===== src/rtl/keypad_pkg.sv =====
// Shared types and constants for the 4x4 matrix keypad decoder.
package keypad_pkg;

  typedef enum logic [1:0] {
    IDLE    = 2'd0,
    PRESSED = 2'd1,
    RELEASE = 2'd2
  } state_e;

  typedef enum logic [1:0] {
    EMPTY  = 2'd0,
    SINGLE = 2'd1,
    MULTI  = 2'd2
  } frame_class_e;

  localparam logic [3:0] COL_RESET  = 4'b1110;
  localparam logic [3:0] DISP_RESET = 4'hF;

  // Key code indexed by {row, col}.
  localparam logic [3:0] KEY_MAP [16] = '{
    4'h1, 4'h2, 4'h3, 4'hA,
    4'h4, 4'h5, 4'h6, 4'hB,
    4'h7, 4'h8, 4'h9, 4'hC,
    4'h0, 4'hF, 4'hE, 4'hD
  };

endpackage


===== src/rtl/keypad_row_sync.sv =====
// Two-flop synchronizer bringing the asynchronous keypad rows into the clock domain.
module keypad_row_sync (
  input  logic       clock,
  input  logic       reset_n,
  input  logic [3:0] d,
  output logic [3:0] q
);

  logic [3:0] meta;

  always_ff @(posedge clock or negedge reset_n) begin
    if (!reset_n) begin
      meta <= 4'b1111;
      q    <= 4'b1111;
    end else begin
      meta <= d;
      q    <= meta;
    end
  end

endmodule


===== src/rtl/keypad_decoder.sv =====
// Column-scanning 4x4 keypad decoder with frame debounce and single-key strobe.
// Optional auto-repeat while a key is held: define KEYPAD_AUTOREPEAT_EN.
module keypad_decoder
  import keypad_pkg::*;
#(
  parameter int unsigned SCAN_TICKS     = 100000,
  parameter int unsigned DEBOUNCE_SCANS = 8,
  parameter int unsigned REPEAT_SCANS   = 250
) (
  input  logic       clock,
  input  logic       reset_n,
  input  logic [3:0] row,
  output logic [3:0] col,
  output logic [3:0] DispVal,
  output logic       key_valid,
  output logic       key_held
);

  localparam int unsigned TICK_W = $clog2(SCAN_TICKS);
  localparam int unsigned CNT_W  = $clog2(DEBOUNCE_SCANS + 1);

  logic [3:0]        row_s;
  logic [TICK_W-1:0] tick;
  logic [1:0]        col_idx;
  logic [1:0]        next_idx_c;
  logic [11:0]       frame;
  logic              sample_c;
  logic              frame_done_c;

  state_e            state;
  frame_class_e      prev_cls;
  logic [3:0]        prev_code;
  logic [CNT_W-1:0]  cnt;

  logic [3:0]        pressed_c;
  logic [15:0]       frame_full_c;
  logic [4:0]        n_set_c;
  logic [3:0]        bit_idx_c;
  frame_class_e      cls_c;
  logic [3:0]        code_c;
  logic [CNT_W-1:0]  cnt_nxt_c;
  logic              deb_done_c;

`ifdef KEYPAD_AUTOREPEAT_EN
  localparam int unsigned REP_W = (REPEAT_SCANS > 1) ? $clog2(REPEAT_SCANS) : 1;
  logic [REP_W-1:0] rep_cnt;
`else
  // Referenced only so the parameter stays part of the interface.
  localparam int unsigned unused_repeat_scans = REPEAT_SCANS;
`endif

  keypad_row_sync u_row_sync (
    .clock   (clock),
    .reset_n (reset_n),
    .d       (row),
    .q       (row_s)
  );

  assign sample_c     = (tick == TICK_W'(SCAN_TICKS - 1));
  assign frame_done_c = sample_c && (col_idx == 2'd3);
  assign next_idx_c   = col_idx + 2'd1;
  assign pressed_c    = ~row_s;

  // Column scan and snapshot of columns 0..2; column 3 is consumed live at frame end.
  always_ff @(posedge clock or negedge reset_n) begin
    if (!reset_n) begin
      tick    <= '0;
      col_idx <= 2'd0;
      col     <= COL_RESET;
      frame   <= '0;
    end else if (sample_c) begin
      tick    <= '0;
      col_idx <= next_idx_c;
      col     <= ~(4'b0001 << next_idx_c);
      case (col_idx)
        2'd0:    frame[3:0]  <= pressed_c;
        2'd1:    frame[7:4]  <= pressed_c;
        2'd2:    frame[11:8] <= pressed_c;
        default: ;
      endcase
    end else begin
      tick <= tick + TICK_W'(1);
    end
  end

  // Frame classification and debounce count for the frame completing this cycle.
  always_comb begin
    frame_full_c = {pressed_c, frame};
    n_set_c      = '0;
    bit_idx_c    = '0;
    for (int i = 0; i < 16; i++) begin
      if (frame_full_c[i]) begin
        n_set_c   = n_set_c + 5'd1;
        bit_idx_c = 4'(i);
      end
    end

    cls_c  = EMPTY;
    code_c = '0;
    if (n_set_c == 5'd1) begin
      cls_c  = SINGLE;
      code_c = KEY_MAP[{bit_idx_c[1:0], bit_idx_c[3:2]}];
    end else if (n_set_c != 5'd0) begin
      cls_c = MULTI;
    end

    if (cls_c == prev_cls && code_c == prev_code) begin
      cnt_nxt_c = (cnt >= CNT_W'(DEBOUNCE_SCANS)) ? CNT_W'(DEBOUNCE_SCANS) : cnt + CNT_W'(1);
    end else begin
      cnt_nxt_c = CNT_W'(1);
    end
    deb_done_c = (cnt_nxt_c == CNT_W'(DEBOUNCE_SCANS));
  end

  // Press/release FSM, advanced once per completed frame.
  always_ff @(posedge clock or negedge reset_n) begin
    if (!reset_n) begin
      state     <= IDLE;
      DispVal   <= DISP_RESET;
      key_valid <= 1'b0;
      key_held  <= 1'b0;
      prev_cls  <= EMPTY;
      prev_code <= '0;
      cnt       <= '0;
`ifdef KEYPAD_AUTOREPEAT_EN
      rep_cnt   <= '0;
`endif
    end else begin
      key_valid <= 1'b0;
      if (frame_done_c) begin
        prev_cls  <= cls_c;
        prev_code <= code_c;
        cnt       <= cnt_nxt_c;
        case (state)
          IDLE: begin
            if (cls_c == SINGLE && deb_done_c) begin
              DispVal   <= code_c;
              key_valid <= 1'b1;
              key_held  <= 1'b1;
              state     <= PRESSED;
`ifdef KEYPAD_AUTOREPEAT_EN
              rep_cnt   <= '0;
`endif
            end
          end
          PRESSED: begin
            if (cls_c != SINGLE || code_c != DispVal) begin
              state <= RELEASE;
            end
`ifdef KEYPAD_AUTOREPEAT_EN
            else if (rep_cnt == REP_W'(REPEAT_SCANS - 1)) begin
              rep_cnt   <= '0;
              key_valid <= 1'b1;
            end else begin
              rep_cnt <= rep_cnt + REP_W'(1);
            end
`endif
          end
          RELEASE: begin
            if (cls_c == EMPTY && deb_done_c) begin
              key_held <= 1'b0;
              state    <= IDLE;
            end else if (cls_c == SINGLE && code_c == DispVal && deb_done_c) begin
              // Contact bounce on the held key: resume without a new strobe.
              state <= PRESSED;
`ifdef KEYPAD_AUTOREPEAT_EN
              rep_cnt <= '0;
`endif
            end
          end
          default: state <= IDLE;
        endcase
      end
    end
  end

endmodule


===== config.mk =====
export PLATFORM = sky130hd
export DESIGN_NAME = keypad_decoder
export DESIGN_NICKNAME = d
export VERILOG_FILES = /design/src/rtl/keypad_pkg.sv /design/src/rtl/keypad_row_sync.sv /design/src/rtl/keypad_decoder.sv
export SDC_FILE = /design/constraint.sdc
export NUM_CORES = 1
export LEC_CHECK = 0
export CORE_AREA = 2 2 143 145
export CTS_CLUSTER_DIAMETER = 40
export CTS_CLUSTER_SIZE = 12
export DETAILED_ROUTE_END_ITERATION = 7
export DIE_AREA = 0 0 145 147
export PLACE_DENSITY = 0.47
export SYNTH_ARGS = -nofsm -noshare
export SYNTH_HDL_FRONTEND = slang
export SYNTH_SLANG_ARGS = --single-unit

===== constraint.sdc =====
create_clock -name clock -period 12.35 [get_ports clock]
set_input_delay 3.705 -clock clock [delete_from_list [all_inputs] [get_ports clock]]
set_output_delay 3.705 -clock clock [all_outputs]
set_load 0.1 [all_outputs]

# Word-level counts from Yosys, hierarchy flattened
# Memory sizes are Yosys's and may differ from the RTL's.
# Index checks and enable logic that the tools add are counted.
[op_classes]
addsub = 18
n_lt_le_gt_ge = 2
eq_ne = 18
shifts = 1
muxes = 50
bitwise_logic = 3
n_reduce_logical = 18
[ops]
columns = ["op", "count"]
rows = [
  ["two-way mux 4 bit", 19],
  ["adder 5 x 1 -> 5 bit, second input constant", 15],
  ["two-way mux 5 bit", 15],
  ["adder 17 x 1 -> 17 bit, second input constant", 1],
  ["equality test 17 bit, second input constant", 1],
  ["two-way mux 17 bit", 1],
  ["two-way mux 2 bit", 6],
  ["equality test 4 bit", 2],
  ["inverter 4 bit", 2],
  ["AND reduction 4 bit", 2],
  ["two-way mux 1 bit", 7],
  ["equality test 2 x 1 -> 1 bit, second input constant", 3],
  ["equality test 2 bit, second input constant", 3],
  ["logical AND 1 bit", 6],
  ["logical NOT 2 bit", 3],
  ["inequality test 2 bit, second input constant", 3],
  ["one-hot mux 2 bit (3 select lines)", 1],
  ["AND reduction 2 bit", 3],
  ["equality test 5 x 1 -> 1 bit, second input constant", 1],
  [">= comparator 5 bit, second input constant", 1],
  ["inverter 4 -> 5 bit", 1],
  ["nonzero test 5 bit", 1],
  ["adder 4 x 1 -> 4 bit, second input constant", 1],
  ["equality test 4 bit, second input constant", 1],
  ["other kinds (11)", 11],
]
[word_totals]
regBits = 61
mem_bits_ro = 64
out_inout_bits = 10
n_memories = 1
[memory_table]
columns = ["name", "words", "word_bits", "rd", "rd_ports_with_merged_regs", "write_ports", "line", "text"]
rows = [
  ["(name not given)", 16, 4, 1, 0, 0, "keypad_decoder.sv:102", "code_c = KEY_MAP[{bit_idx_c[1:0], bit_idx_c[3:2]}];"],
]

# Longest topological paths before layout
[logic_depth]
depth_word = 42
mapped_depth = 48

# By module
# A second synthesis with hierarchy kept.
[unflattened]
hier_cells = 527
area_unflattened_um2 = 4778.3
[by_module_without_submodules]
columns = ["mod", "instances", "cells_per_inst", "area_per_inst_um2", "seq_area_each_um2"]
rows = [
  ["keypad_decoder", 1, 519, 4568.1, 1335.0],
  ["keypad_row_sync", 1, 8, 210.2, 210.2],
]

# Least setup slack after synthesis
# OpenSTA, ideal clock, no wires.
[synth_timing]
kind = "flip-flop to flip-flop"
start = "reg frame[0]"
end = "reg DispVal[0]"
arrival_ns = 9.786
t_required_ns = 12.268
path_slack_ns = 2.482
path_stages_with_launch = 49
n_path_buf = 0
path_cell_list = "dfrtp_1 > inv_1 > ha_1 > xnor2_2 > inv_1 > ha_1 > mux2_2 > ha_1 > mux2_2 > ha_1 > a32o_1 > or2_2 > ha_1 > nand2b_1 > o31a_1 > ha_1 > mux2i_1 > nor2_1 > [... 13 more ...] > ha_1 > o21a_1 > ha_1 > nor2b_1 > a21oi_1 > inv_1 > ha_1 > nor2_1 > a21oi_1 > ha_1 > nor3_1 > a31oi_1 > a21oi_1 > nand3b_1 > a21o_1 > or3_1 > nor3_2 > mux2_2"
[synth_via]
elab_chain_len = 40
[synth_lines]
columns = ["element", "line", "text"]
rows = [
  ["from (decl)", "keypad_decoder.sv:26", "logic [11:0] frame;"],
  ["from (signal assigned)", "keypad_decoder.sv:76", "2'd0: frame[3:0] <= pressed_c;"],
  ["two-way mux 1 bit *", "keypad_decoder.sv:92", "if (frame_full_c[i]) begin"],
  ["adder 5 x 1 -> 5 bit", "keypad_decoder.sv:93", "n_set_c = n_set_c + 5'd1;"],
  ["two-way mux 5 bit *", "keypad_decoder.sv:92", ""],
  ["adder 5 x 1 -> 5 bit", "keypad_decoder.sv:93", ""],
  ["two-way mux 5 bit *", "keypad_decoder.sv:92", ""],
  ["adder 5 x 1 -> 5 bit", "keypad_decoder.sv:93", ""],
  ["two-way mux 5 bit *", "keypad_decoder.sv:92", ""],
  ["adder 5 x 1 -> 5 bit", "keypad_decoder.sv:93", ""],
  ["[... 24 more ...]", "-", ""],
  ["two-way mux 2 bit", "keypad_decoder.sv:103", "end else if (n_set_c != 5'd0) begin"],
  ["two-way mux 2 bit", "keypad_decoder.sv:100", "if (n_set_c == 5'd1) begin"],
  ["equality test 2 bit", "keypad_decoder.sv:107", "if (cls_c == prev_cls && code_c == prev_code) begin"],
  ["logical AND 1 bit", "keypad_decoder.sv:107", ""],
  ["two-way mux 4 bit", "keypad_decoder.sv:107", ""],
  ["equality test 4 bit", "keypad_decoder.sv:112", "deb_done_c = (cnt_nxt_c == CNT_W'(DEBOUNCE_SCANS));"],
  ["logical AND 1 bit", "keypad_decoder.sv:136", "if (cls_c == SINGLE && deb_done_c) begin"],
  ["AND reduction 3 bit (no source line)", "-", ""],
  ["to (signal assigned)", "keypad_decoder.sv:137", "DispVal <= code_c;"],
  ["to (decl)", "keypad_decoder.sv:14", "output logic [3:0] DispVal,"],
]
# Every way passes the cells marked *; elsewhere a longest branch is shown, timed or not.
# A chain may end at the register's enable or synchronous reset.

# Final worst setup path
[layout_timing]
start = "reg frame[1]"
end = "reg DispVal[1]"
[layout_via]
elab_chain_len = 38
[layout_lines]
columns = ["element", "line"]
rows = [
  ["two-way mux 5 bit", "keypad_decoder.sv:92"],
  ["adder 5 x 1 -> 5 bit", "keypad_decoder.sv:93"],
  ["two-way mux 5 bit", "keypad_decoder.sv:92"],
  ["adder 5 x 1 -> 5 bit", "keypad_decoder.sv:93"],
  ["two-way mux 5 bit", "keypad_decoder.sv:92"],
  ["adder 5 x 1 -> 5 bit", "keypad_decoder.sv:93"],
  ["two-way mux 5 bit", "keypad_decoder.sv:92"],
  ["adder 5 x 1 -> 5 bit", "keypad_decoder.sv:93"],
  ["[... 22 more ...]", "-"],
  ["two-way mux 2 bit", "keypad_decoder.sv:103"],
  ["two-way mux 2 bit", "keypad_decoder.sv:100"],
  ["equality test 2 bit", "keypad_decoder.sv:107"],
  ["logical AND 1 bit", "keypad_decoder.sv:107"],
  ["two-way mux 4 bit", "keypad_decoder.sv:107"],
  ["equality test 4 bit", "keypad_decoder.sv:112"],
  ["logical AND 1 bit", "keypad_decoder.sv:136"],
  ["AND reduction 3 bit (no source line)", "-"],
]
# Several ways; a longest one is shown, not always the timed one. The select of a mux whose other input is x is not followed.

==> results.toml <==
[run_status]
run_status = "finished clean"

[sta]
rsz0062_at_grt = "no"
max_slew.worst_pin.slew_ns = 0.987
clock_skew_ns = 0.0110
fin_crit_sh_pct = 87.3
drv_slew = 0
setup_tns_ns = 0
period_minus_slack_ns = 10.78
setup_viol = 0
hold_viol = 0
relSlewSlack_pct = 34.0
fin_hold_ws_ns = 0.354
fmax_mhz = 92.7

[global_route]
grt_pass1_wl_um = 17400
grtUsageTotal_pct = 9.67
grt_start_max_net_pins = 62
grt_pass1_vias = 3706
antenna_found_initial = 0
grt_overflow = 0

[synthesis]
synthArstFlopShare_pct = 100
synth_area_um2 = 4840
ys_top_cells_by_count = "59 x nand2_1, 46 x dfrtp_1, 46 x nor2_1"
synth_top_cell_area_share_pct = 23.8
synth_seq_cells = 61
synth_top_cell_by_area = "dfrtp_1"
ys_seq_area_share_pct = 31.9
yosysMostFrequentCell = "nand2_1"
synth_edf_count = 0
synth_cell_type_count = 78
synthTopCellsByArea = "dfrtp_1 24%, dfstp_2 8.1%, ha_1 6.5%, xnor2_1 6.3%, nand2_1 4.6%"
postSynthAreaPerCell_um2 = 9.19
netlist_instances = 527
yosys_warnings = 0
synth_fp_nets = 558
synth-main-ff-cell = "dfrtp_1"

[route]
drcViolationCount = 0
viasPerCell = 4.58
wl_um = 9760
first_pass_iters = 4
wire_per_inst_um = 12.0
drtAntennaViolNets = 0
drt_iter0_drc = 171
num_vias = 3712

[worst_setup_path]
critPathMaxFanout = 10
path_class = "register to register"
endpoint_kind = "register"
critical_path_required_ns = 12.60
arrival_ns = 11.03
cp_slowest_cell = "or3_1"
r2r_cells = 48
cp_common_cell = "ha_1"
crit_path_start_kind = "register"
cpPeakStageDelay_ns = 0.39

[power]
p_sw_share_pct = 24.1
leakagePower_nw = 2.22
switchingPower_w = 0.000119
intPower_w = 0.000373
p_comb_share_pct = 7.6
p_clk_share_pct = 50.6
power-per-cell-area_nw_per_um2 = 88.5
ir_drop_mv = 0.0887
seqPwrFrac_pct = 41.8

[floorplanning]
die_x_um = 145
coreArea_um2 = 19800
dieArea_um2 = 21300
rows = 52
die_height_um = 147
initial_core_util_pct = 24.4
pin_count = 16

[place]
dp_cells = 794
dp_hpwl_um = 7490
place_area_um2 = 5250
io_buffer_count = 15
gp_congestion = 0.784

[clock_tree]
cts_tree = "done"
cts_buffers = 9
root_buffer = "clkbuf_16"
clock_latency_ns = 0.33
clkTransAtPathRegs_ns = 0.06
cts_resized = 0
cts_hold_buf = 0
clockBufferDepth = 2
htreeDepth = 3
cts_setup_buffers = 0
cts.sinks = 61

[layout]
drive_gt1_share_pct = 12.2
fin_cells = 810
antenna_cells = 0
fin_util_pct = 28.0
area_growth_pct = 14.7
final_area_um2 = 5550
final_nets = 566

[flow_run]
maxCapViolCount = 0

[hold_path]
hp-class = "register to register"
worstHoldPathCells = 0
[state kept, by name, summed over array words and instances (netlist names), 2 cells and up]
signal and count:
prev_cls 2, tick 17, cnt 4, u_row_sync.meta 4, u_row_sync.q 4, state 2
col_idx 2, prev_code 4, frame 12, col 4, DispVal 4
[final timing paths]
| path | slack (ns) | endpoint | from |
|---|---|---|---|
| max in group asynchronous | 8.30 | frame[7] | reset_n |
| setup / recovery | 1.57 | DispVal[1] | frame[1] |
| min in group asynchronous | 3.53 | cnt[3] | reset_n |
| hold reg to reg | 0.35 | u_row_sync.q[3] | u_row_sync.meta[3] |
| setup reg to reg | 1.57 | DispVal[1] | frame[1] |
| hold / removal | 0.35 | u_row_sync.q[3] | u_row_sync.meta[3] |
[worst max-delay path, delay by kind of cell (launching register included)]
kind	cells	cell delay [ns]
compound gates	11	1.97
simple gates	15	2.42
flops	1	0.38
mux	4	1.29
buf+inv	3	0.26
fa+ha+maj	14	4.11
xor+xnor	1	0.29
[cells in the final DEF (no fill, tap or decap), types with 7 or more instances in the layout]
| cell type | instances |
|---|---|
| and3_1 | 7 |
| nor4_1 | 8 |
| dfrtp_1 | 46 |
| nor3_1 | 10 |
| mux2i_1 | 12 |
| nand4_1 | 8 |
| o21ai_0 | 24 |
| and2_1 | 11 |
| dfstp_2 | 15 |
| a21oi_1 | 15 |
| o31ai_1 | 7 |
| clkdlybuf4s50_1 | 14 |
| clkbuf_16 | 9 |
| inv_1 | 33 |
| ha_1 | 25 |
| xnor3_1 | 8 |
| nand2_1 | 59 |
| nor2b_1 | 8 |
| nand3_1 | 12 |
| xor2_1 | 16 |
| nor2_1 | 46 |
| xnor2_1 | 35 |
[metrics by stage]
step / setup WS, ns / power, W
CTS: 1.51 / 0.000500
global route: 0.767 / 0.000514
floorplan: 2.48 / 0.000234
global placement: 1.85 / 0.000245
detailed placement: 1.56 / 0.000247
finish: 1.57 / 0.000492
[cells by family (layout without fill, tap and decap cells)]
kind of cell / after synthesis / count (layout) / share of synthesized area, %
AND/OR/NAND/NOR: 203 / 203 / 21.4
AO/OA/AOI/OAI: 99 / 99 / 15.1
XOR/XNOR: 69 / 69 / 17.1
flip-flops: 61 / 61 / 31.9
buffers and inverters: 53 / 66 / 4.37
adder cells (fa/ha/maj): 25 / 25 / 6.46
multiplexers: 17 / 17 / 3.64
[final cells by class]
cell class                      count  area [µm²]
Multi-Input combinational cell    413        3090
Inverter                           33         124
Clock inverter                      7        75.1
Sequential cell                    61        1550
Fill cell                        2123       14300
Tap cell                          270         338
Clock buffer                        9         225
Timing Repair Buffer               17         160
[per-layer routing]
layer	share of wire (%)	global-route usage, %
met1	49	12.4
met2	48	16.4
met3	1.7	1.34
met4	1.5	3.91
met5	0	0
[power groups by stage]
stage	Clock [W]	Sequential, W	Combinational (W)
finish	0.000249	0.000206	0.0000372
global route	0.000266	0.000206	0.0000423
CTS	0.000256	0.000206	0.0000377
detailed placement	0	0.000209	0.0000376
global placement	0	0.000209	0.0000363
floorplan	0	0.000206	0.0000281
No activity file was read; power rests on OpenSTA's default activity.
